$ cat src/rtl/dl_demux2_pkg.sv
`default_nettype none
// ============================================================================
//  Module   : dl_demux2_pkg
//  Purpose  : Shared types and helpers for the dl_demux2 stream demultiplexer
//             and its 2-entry FIFO channels.
//  Contents : cnt_t occupancy type, occupancy constants, f_next_count helper.
//  Revision : 1.0 - initial release
// ============================================================================
package dl_demux2_pkg;

   // Occupancy of a 2-entry buffer: 0, 1 or 2.
   typedef logic [1:0] cnt_t;

   localparam cnt_t C_CNT_EMPTY = 2'd0;
   localparam cnt_t C_CNT_FULL  = 2'd2;

   // Next occupancy: +1 on push only, -1 on pop only, otherwise unchanged.
   function automatic cnt_t f_next_count(input cnt_t cnt, input logic push, input logic pop);
      cnt_t nxt;
      nxt = cnt;
      case ({push, pop})
         2'b10:   nxt = cnt + 2'd1;
         2'b01:   nxt = cnt - 2'd1;
         default: nxt = cnt;
      endcase
      return nxt;
   endfunction

endpackage
`default_nettype wire

$ cat src/rtl/dl_fifo2.sv
`default_nettype none
// ============================================================================
//  Module   : dl_fifo2
//  Purpose  : 2-entry synchronous FIFO with registered occupancy and 1-bit
//             read/write pointers. No bypass: a pushed word is visible on
//             pop_data from the cycle after the push.
//  Ports    : clk, rst_n     - clock, asynchronous active-low reset
//             push/push_data - write strobe and word (ignored when full)
//             full           - occupancy is 2
//             pop            - read strobe (ignored when empty)
//             pop_data       - word at the read pointer
//             empty          - occupancy is 0
//  Revision : 1.0 - initial release
// ============================================================================
module dl_fifo2
   import dl_demux2_pkg::*;
#(
   parameter int NUM_BITS = 32
) (
   input  logic                clk,
   input  logic                rst_n,
   input  logic                push,
   input  logic [NUM_BITS-1:0] push_data,
   output logic                full,
   input  logic                pop,
   output logic [NUM_BITS-1:0] pop_data,
   output logic                empty
);

   logic [NUM_BITS-1:0] r_mem [2];
   cnt_t                r_count;
   logic                r_wptr;
   logic                r_rptr;

   logic w_push;
   logic w_pop;

   // Guard strobes locally so a misbehaving parent cannot overrun or underrun.
   assign w_push = push & ~full;
   assign w_pop  = pop  & ~empty;

   assign full     = (r_count == C_CNT_FULL);
   assign empty    = (r_count == C_CNT_EMPTY);
   assign pop_data = r_mem[r_rptr];

   always_ff @(posedge clk or negedge rst_n) begin
      if (!rst_n) begin
         r_count <= C_CNT_EMPTY;
         r_wptr  <= 1'b0;
         r_rptr  <= 1'b0;
      end else begin
         r_count <= f_next_count(r_count, w_push, w_pop);
         if (w_push) r_wptr <= ~r_wptr;
         if (w_pop)  r_rptr <= ~r_rptr;
      end
   end

   // Storage is deliberately not reset; contents are only meaningful while
   // the occupancy says so.
   always_ff @(posedge clk) begin
      if (w_push) r_mem[r_wptr] <= push_data;
   end

endmodule
`default_nettype wire

$ cat src/rtl/dl_demux2.sv
`default_nettype none
// ============================================================================
//  Module   : dl_demux2
//  Purpose  : 1-to-2 valid/ready stream demultiplexer. Each accepted input
//             word is routed by in_sel into a 2-entry buffer per output.
//  Ports    : clk, rst_n                      - clock, async active-low reset
//             in_valid/in_ready/in_data/in_sel - input stream and destination
//             out0_valid/out0_ready/out0_data  - output stream 0
//             out1_valid/out1_ready/out1_data  - output stream 1
//  Revision : 1.0 - initial release
// ============================================================================
module dl_demux2 #(
   parameter int NUM_BITS = 32
) (
   input  logic                clk,
   input  logic                rst_n,
   input  logic                in_valid,
   output logic                in_ready,
   input  logic [NUM_BITS-1:0] in_data,
   input  logic                in_sel,
   output logic                out0_valid,
   input  logic                out0_ready,
   output logic [NUM_BITS-1:0] out0_data,
   output logic                out1_valid,
   input  logic                out1_ready,
   output logic [NUM_BITS-1:0] out1_data
);

   logic w_full0;
   logic w_full1;
   logic w_empty0;
   logic w_empty1;
   logic w_push0;
   logic w_push1;
   logic w_pop0;
   logic w_pop1;

   // Ready depends only on the selected channel, so a stalled consumer never
   // blocks words headed to the other output.
   assign in_ready = in_sel ? ~w_full1 : ~w_full0;

   assign w_push0 = in_valid & ~in_sel & ~w_full0;
   assign w_push1 = in_valid &  in_sel & ~w_full1;

   assign out0_valid = ~w_empty0;
   assign out1_valid = ~w_empty1;
   assign w_pop0     = out0_ready & ~w_empty0;
   assign w_pop1     = out1_ready & ~w_empty1;

   dl_fifo2 #(
      .NUM_BITS (NUM_BITS)
   ) u_fifo0 (
      .clk       (clk),
      .rst_n     (rst_n),
      .push      (w_push0),
      .push_data (in_data),
      .full      (w_full0),
      .pop       (w_pop0),
      .pop_data  (out0_data),
      .empty     (w_empty0)
   );

   dl_fifo2 #(
      .NUM_BITS (NUM_BITS)
   ) u_fifo1 (
      .clk       (clk),
      .rst_n     (rst_n),
      .push      (w_push1),
      .push_data (in_data),
      .full      (w_full1),
      .pop       (w_pop1),
      .pop_data  (out1_data),
      .empty     (w_empty1)
   );

endmodule
`default_nettype wire
$ cat config.mk
export PLATFORM = sky130hd
export DESIGN_NAME = dl_demux2
export DESIGN_NICKNAME = d
export VERILOG_FILES = /design/src/rtl/dl_demux2_pkg.sv /design/src/rtl/dl_fifo2.sv /design/src/rtl/dl_demux2.sv
export SDC_FILE = /design/constraint.sdc
export NUM_CORES = 1
export LEC_CHECK = 0
export BUFFER_PORTS_ARGS = -buffer_cell sky130_fd_sc_hd__buf_2
export CAP_MARGIN = 20
export CORE_MARGIN = 8
export CORE_UTILIZATION = 55
export DETAILED_ROUTE_END_ITERATION = 16
export GPL_ROUTABILITY_DRIVEN = 0
export PLACE_DENSITY_LB_ADDON = 0.1
export SYNTH_ARGS = -nofsm -noshare
export SYNTH_HDL_FRONTEND = slang
export SYNTH_HIERARCHICAL = 1
export SYNTH_SLANG_ARGS = --single-unit
$ cat constraint.sdc
create_clock -name clk -period 7.96 [get_ports clk]
set_input_delay 1.592 -clock clk [delete_from_list [all_inputs] [get_ports clk]]
set_output_delay 1.592 -clock clk [all_outputs]
set_load 0.02 [all_outputs]
Word level (Yosys, flattened, before mapping):

Memories as Yosys holds them, arrays and structs flattened.
Index checks and enable logic that the tools add are counted.

* bits in registers: 8
* RAM bits: 128
* word-level logic and storage cells: 48
* memories: 2

Memory list
* u_fifo0.r_mem: depth 2, width 32, read ports 1, clocked after Yosys merged registers in 0, wr ports 1, RTL line dl_fifo2.sv:30 `logic [NUM_BITS-1:0] r_mem [2];`
* u_fifo1.r_mem: depth 2, width 32, read ports 1, clocked after Yosys merged registers in 0, wr ports 1, RTL line dl_fifo2.sv:30

* add/subtract/negate cells: 4
* equal/unequal tests: 6
* muxes and demuxes: 7
* bitwise logic cells: 19
* reduce and logical (&&, ||, !) cells: 4

Operators with widths (number)
* $and A1 B1 Y1: 10
* $not A1 Y1: 9
* $eq A2 B2 Y1 const B: 4
* $pmux W2 S2: 2
* $mux W1: 5
* $add A2 B1 Y2 const B: 2
* $eq A2 B1 Y1 const B: 2
* $logic_not A2 Y1: 2
* $reduce_bool A2 Y1: 2
* $sub A2 B1 Y2 const B: 2

Depth between registers and ports, before layout:

* depth after elaboration: 6
* mapped depth: 8

By module:

Netlist, hierarchy kept.

Modules (own cells, without submodules)
* dl_fifo2: times used 2, cells each 118, area each 2658.8 sq um, sequential area each 2021.9 sq um
* dl_demux2: times used 1, cells each 7, area each 46.3 sq um, sequential area each 0.0 sq um

Least setup slack after synthesis:

No wires, ideal clock.

* path type: input to register
* start point: input port in_sel
* end point: memory u_fifo0.r_mem[0][0] (enable)
* setup time: 0.421 ns
* arrival: 3.290 ns
* required time: 7.539 ns
* setup slack: 4.249 ns
* stages: 3
* buffers on the path: 0
* cells stage by stage: nor3b_1 -> nand2_1 -> nor2_1

* cells in the longest elaborated chain, start to end: 6

Ends and longest elaborated chain
* from (decl): RTL line dl_demux2.sv:20 `input logic in_sel,`
* $not A1 Y1: RTL line dl_demux2.sv:42 `assign w_push0 = in_valid & ~in_sel & ~w_full0;`
* $and A1 B1 Y1 (2 in a row): RTL line dl_demux2.sv:42
* $and A1 B1 Y1: RTL line dl_fifo2.sv:39 `assign w_push = push & ~full;`
* $mux W1: RTL line dl_fifo2.sv:61 `if (w_push) r_mem[r_wptr] <= push_data;`
* $mux W1 (implied by the code): RTL line dl_fifo2.sv:61
* to (decl): RTL line dl_fifo2.sv:30

Every way passes these cells.

Worst setup path after layout:

* start point: register u_fifo0.r_rptr
* end point: output port out0_data[31]

* cells in the longest elaborated chain, start to end: 1

Ends and longest elaborated chain
* from (decl): RTL line dl_fifo2.sv:33 `logic r_rptr;`
* from (signal assigned): RTL line dl_fifo2.sv:54 `if (w_pop) r_rptr <= ~r_rptr;`
* $mem_v2 Z2 W32
* to (decl): RTL line dl_demux2.sv:23 `output logic [NUM_BITS-1:0] out0_data,`

Every way passes these cells.

==> key figures <==
Placement
  – DP HPWL: 5693 um
  – Pre-CTS WS: 4.313 ns
  – # port buffers: 104
  – Placed Area: 5928 um^2
  – Placed Cells: 472

Pwr
  – Power per cell area: 383.4 nW/um^2
  – Total power: 2.518 mW
  – Pleak: 2.600 nW
  – VDD IR max: 0.0002196 V

Worst setup path
  – CP startpoint: u_fifo0/r_rptr
  – Setup CP Type: reg2out
  – Worst reg2reg path startpoint: u_fifo0/r_count[0]
  – CP max FO: 33
  – Delay-heaviest family, CP: flip-flops
  – Startpoint Class: flip-flop
  – Worst-path cell chain: mux2_2, buf_2
  – Worst setup EP type: primary output
  – Worst Path Arrival: 2.20 ns
  – CP max-delay cell: dfrtp_2
  – Slowest stage delay, CP: 1.09 ns
  – Crit path buf inv count: 1
  – Data required, critical path: 6.37 ns

Synth
  – Syn Nets: 283
  – Yosys top cell area share: 71.66%
  – Cells after synthesis: 243
  – #FFs+latches synth: 136
  – Sequential-to-total area share from yosys stat: 75.39%
  – Synth Area per Inst: 22.07 um^2
  – Ys Warns: 6
  – Ys async rst share: 5.882%
  – Unique masters post-synth: 19
  – Post-synth EDFFs: 128
  – Commonest cells post-synth: edfxtp_1, mux2_4, dfrtp_1
  – Top cells by area, synth: edfxtp_1, mux2_4, dfrtp_1
  – Most numerous cell in the Yosys netlist: edfxtp_1
  – Top FF cell, synth: edfxtp_1
  – Mapped cell area: 5364 um^2
  – Synth area leader: edfxtp_1

Status
  – Outcome: completed

Clocking
  – CTS Buf Count: 17
  – Hold-fix buffers at CTS: 0
  – CTS tree: done
  – H-tree depth: 4
  – Clock sinks: 136
  – CTS Root Cell: clkbuf_8
  – Worst-Skew Late Latency: 0.51 ns
  – Clock-pin slew on the worst setup and hold paths: 0.06 ns
  – CTS resizes: 0
  – Post-CTS Repair Setup Buffers: 0
  – Clock buffer depth: 2

Route
  – DR DRC count: 0
  – Met3 wire length: 588 um
  – Met2 WL: 4673 um
  – DR iter-0 viols: 118
  – Vias post-DR: 2,508
  – Vias/cell: 4.957
  – Uppermost layer routed: met4
  – Routed Wire Length: 9504 um
  – Metal-1 WL: 4164 um
  – Antenna Nets Post-Route: 0
  – Routed wire length per instance: 18.78 um
  – First-pass detailed-route iteration total: 4

Timing
  – Final WS setup: 4.170 ns
  – Post-Route Skew: 0.006183 ns
  – Max Fclk: 0.2639 GHz
  – Setup TNS: 0 ns
  – Final min period: 3.790 ns
  – Slew Limit Fails: 0
  – Slew HR: 26.99%
  – Final period util: 47.61%
  – Final setup violation count: 0
  – Final hold violation count: 0
  – Hold_ws: 0.4998 ns
  – Worst Tran Pin Value: 1.095 ns
  – RSZ-0062 raised after global routing: no

Die
  – I/O pin total: 105
  – Core area: 9639 um^2
  – Cell Rows: 36
  – Die width: 114.8 um
  – Initial core utilization: 55.65%
  – Full die area: 13,170 um^2
  – Die Y-Extent: 114.8 um

Finish
  – Nets@finish: 400
  – Layout cells sized above 1: 55.23%
  – Fill cell total of the finished layout: 672
  – Area of the multi-input gates: 1180 um^2
  – Fin area: 6568 um^2
  – Final non-filler cell total: 506
  – Diodes inserted: 0
  – Register Area: 4046 um^2
  – P&R area growth vs syn: 22.44%
  – Fin util: 68.13%

GRT
  – Number of global-route vias before repair: 2,768
  – Largest net degree at the start of global routing: 34
  – Initial antenna violation count: 0
  – Overflow after GRT: 0
  – First-pass GRT wire length: 14,490 um
  – Overall fraction of global-route tracks in use: 15.08%

Hold path
  – Hold_sp: u_fifo0/r_count[1]
  – Worst Hold Class: reg2reg

Flow run
  – Max-Cap Viols: 0
worst paths after layout:
kind / end / slack (ns) / cells after the start
worst max-delay path: out0_data[31] / 4.17 / 2
worst min-delay path: u_fifo0/r_count[1] / 0.50 / 1
worst max register to register: u_fifo0/r_mem[0][8] / 5.69 / 5
worst min register to register: u_fifo0/r_count[1] / 0.50 / 1
max in group asynchronous: u_fifo1/r_rptr / 6.84 / 1
min in group asynchronous: u_fifo0/r_count[1] / 0.93 / 1
power by group:
| group | total, mW | switching (mW) | leakage, nW | internal (mW) |
|---|---|---|---|---|
| sequential | 1.01 | 0.110 | 1.26 | 0.902 |
| combinational | 0.727 | 0.374 | 1.05 | 0.354 |
| clock | 0.778 | 0.273 | 0.295 | 0.505 |
cell type report:
| class | instances | share of cell area (%) |
|---|---|---|
| Sequential cell | 136 | 61.61 |
| Multi-Input combinational cell | 95 | 17.97 |
| Timing Repair Buffer | 106 | 8.535 |
| Clock buffer | 18 | 6.363 |
| Clock inverter | 14 | 2.762 |
| Tap cell | 133 | 2.534 |
| Inverter | 4 | 0.2286 |
registers in the layout, summed over array words and instances, names as in the netlist:
name             count
u_fifo0/r_mem       64
u_fifo1/r_mem       64
u_fifo0/r_count      2
u_fifo1/r_count      2
u_fifo0/r_rptr       1
u_fifo0/r_wptr       1
u_fifo1/r_rptr       1
u_fifo1/r_wptr       1
cells by family (layout without fill, tap and decap cells):
| family | Yosys count | after routing | synth area share, % |
|---|---|---|---|
| and+or+nand+nor | 18 | 18 | 1.889 |
| DFF | 136 | 136 | 75.39 |
| adders and majority gates | 2 | 2 | 0.4665 |
| buffers and inverters | 12 | 142 | 2.939 |
| muxes | 65 | 65 | 17.68 |
| xor gates and xnor gates | 10 | 10 | 1.633 |
cells in the final DEF (no fill, tap or decap), drive strengths merged:
cell type	instances
and3	2
and3b	1
buf	106
bufinv	4
clkbuf	18
clkinv	10
dfrtp	8
edfxtp	128
ha	2
inv	4
mux2	64
mux2i	1
nand2	2
nand2b	2
nor2	6
nor2b	4
nor3b	1
xnor2	6
xor2	4
per-layer routing:
layer	track usage [%]	vias up
li1	-	1177
met1	18.21	1252
met2	24.34	73
met3	5.462	6
met4	5.779	0
met5	0	-
Note: power is estimated with default switching activity, not from simulation.
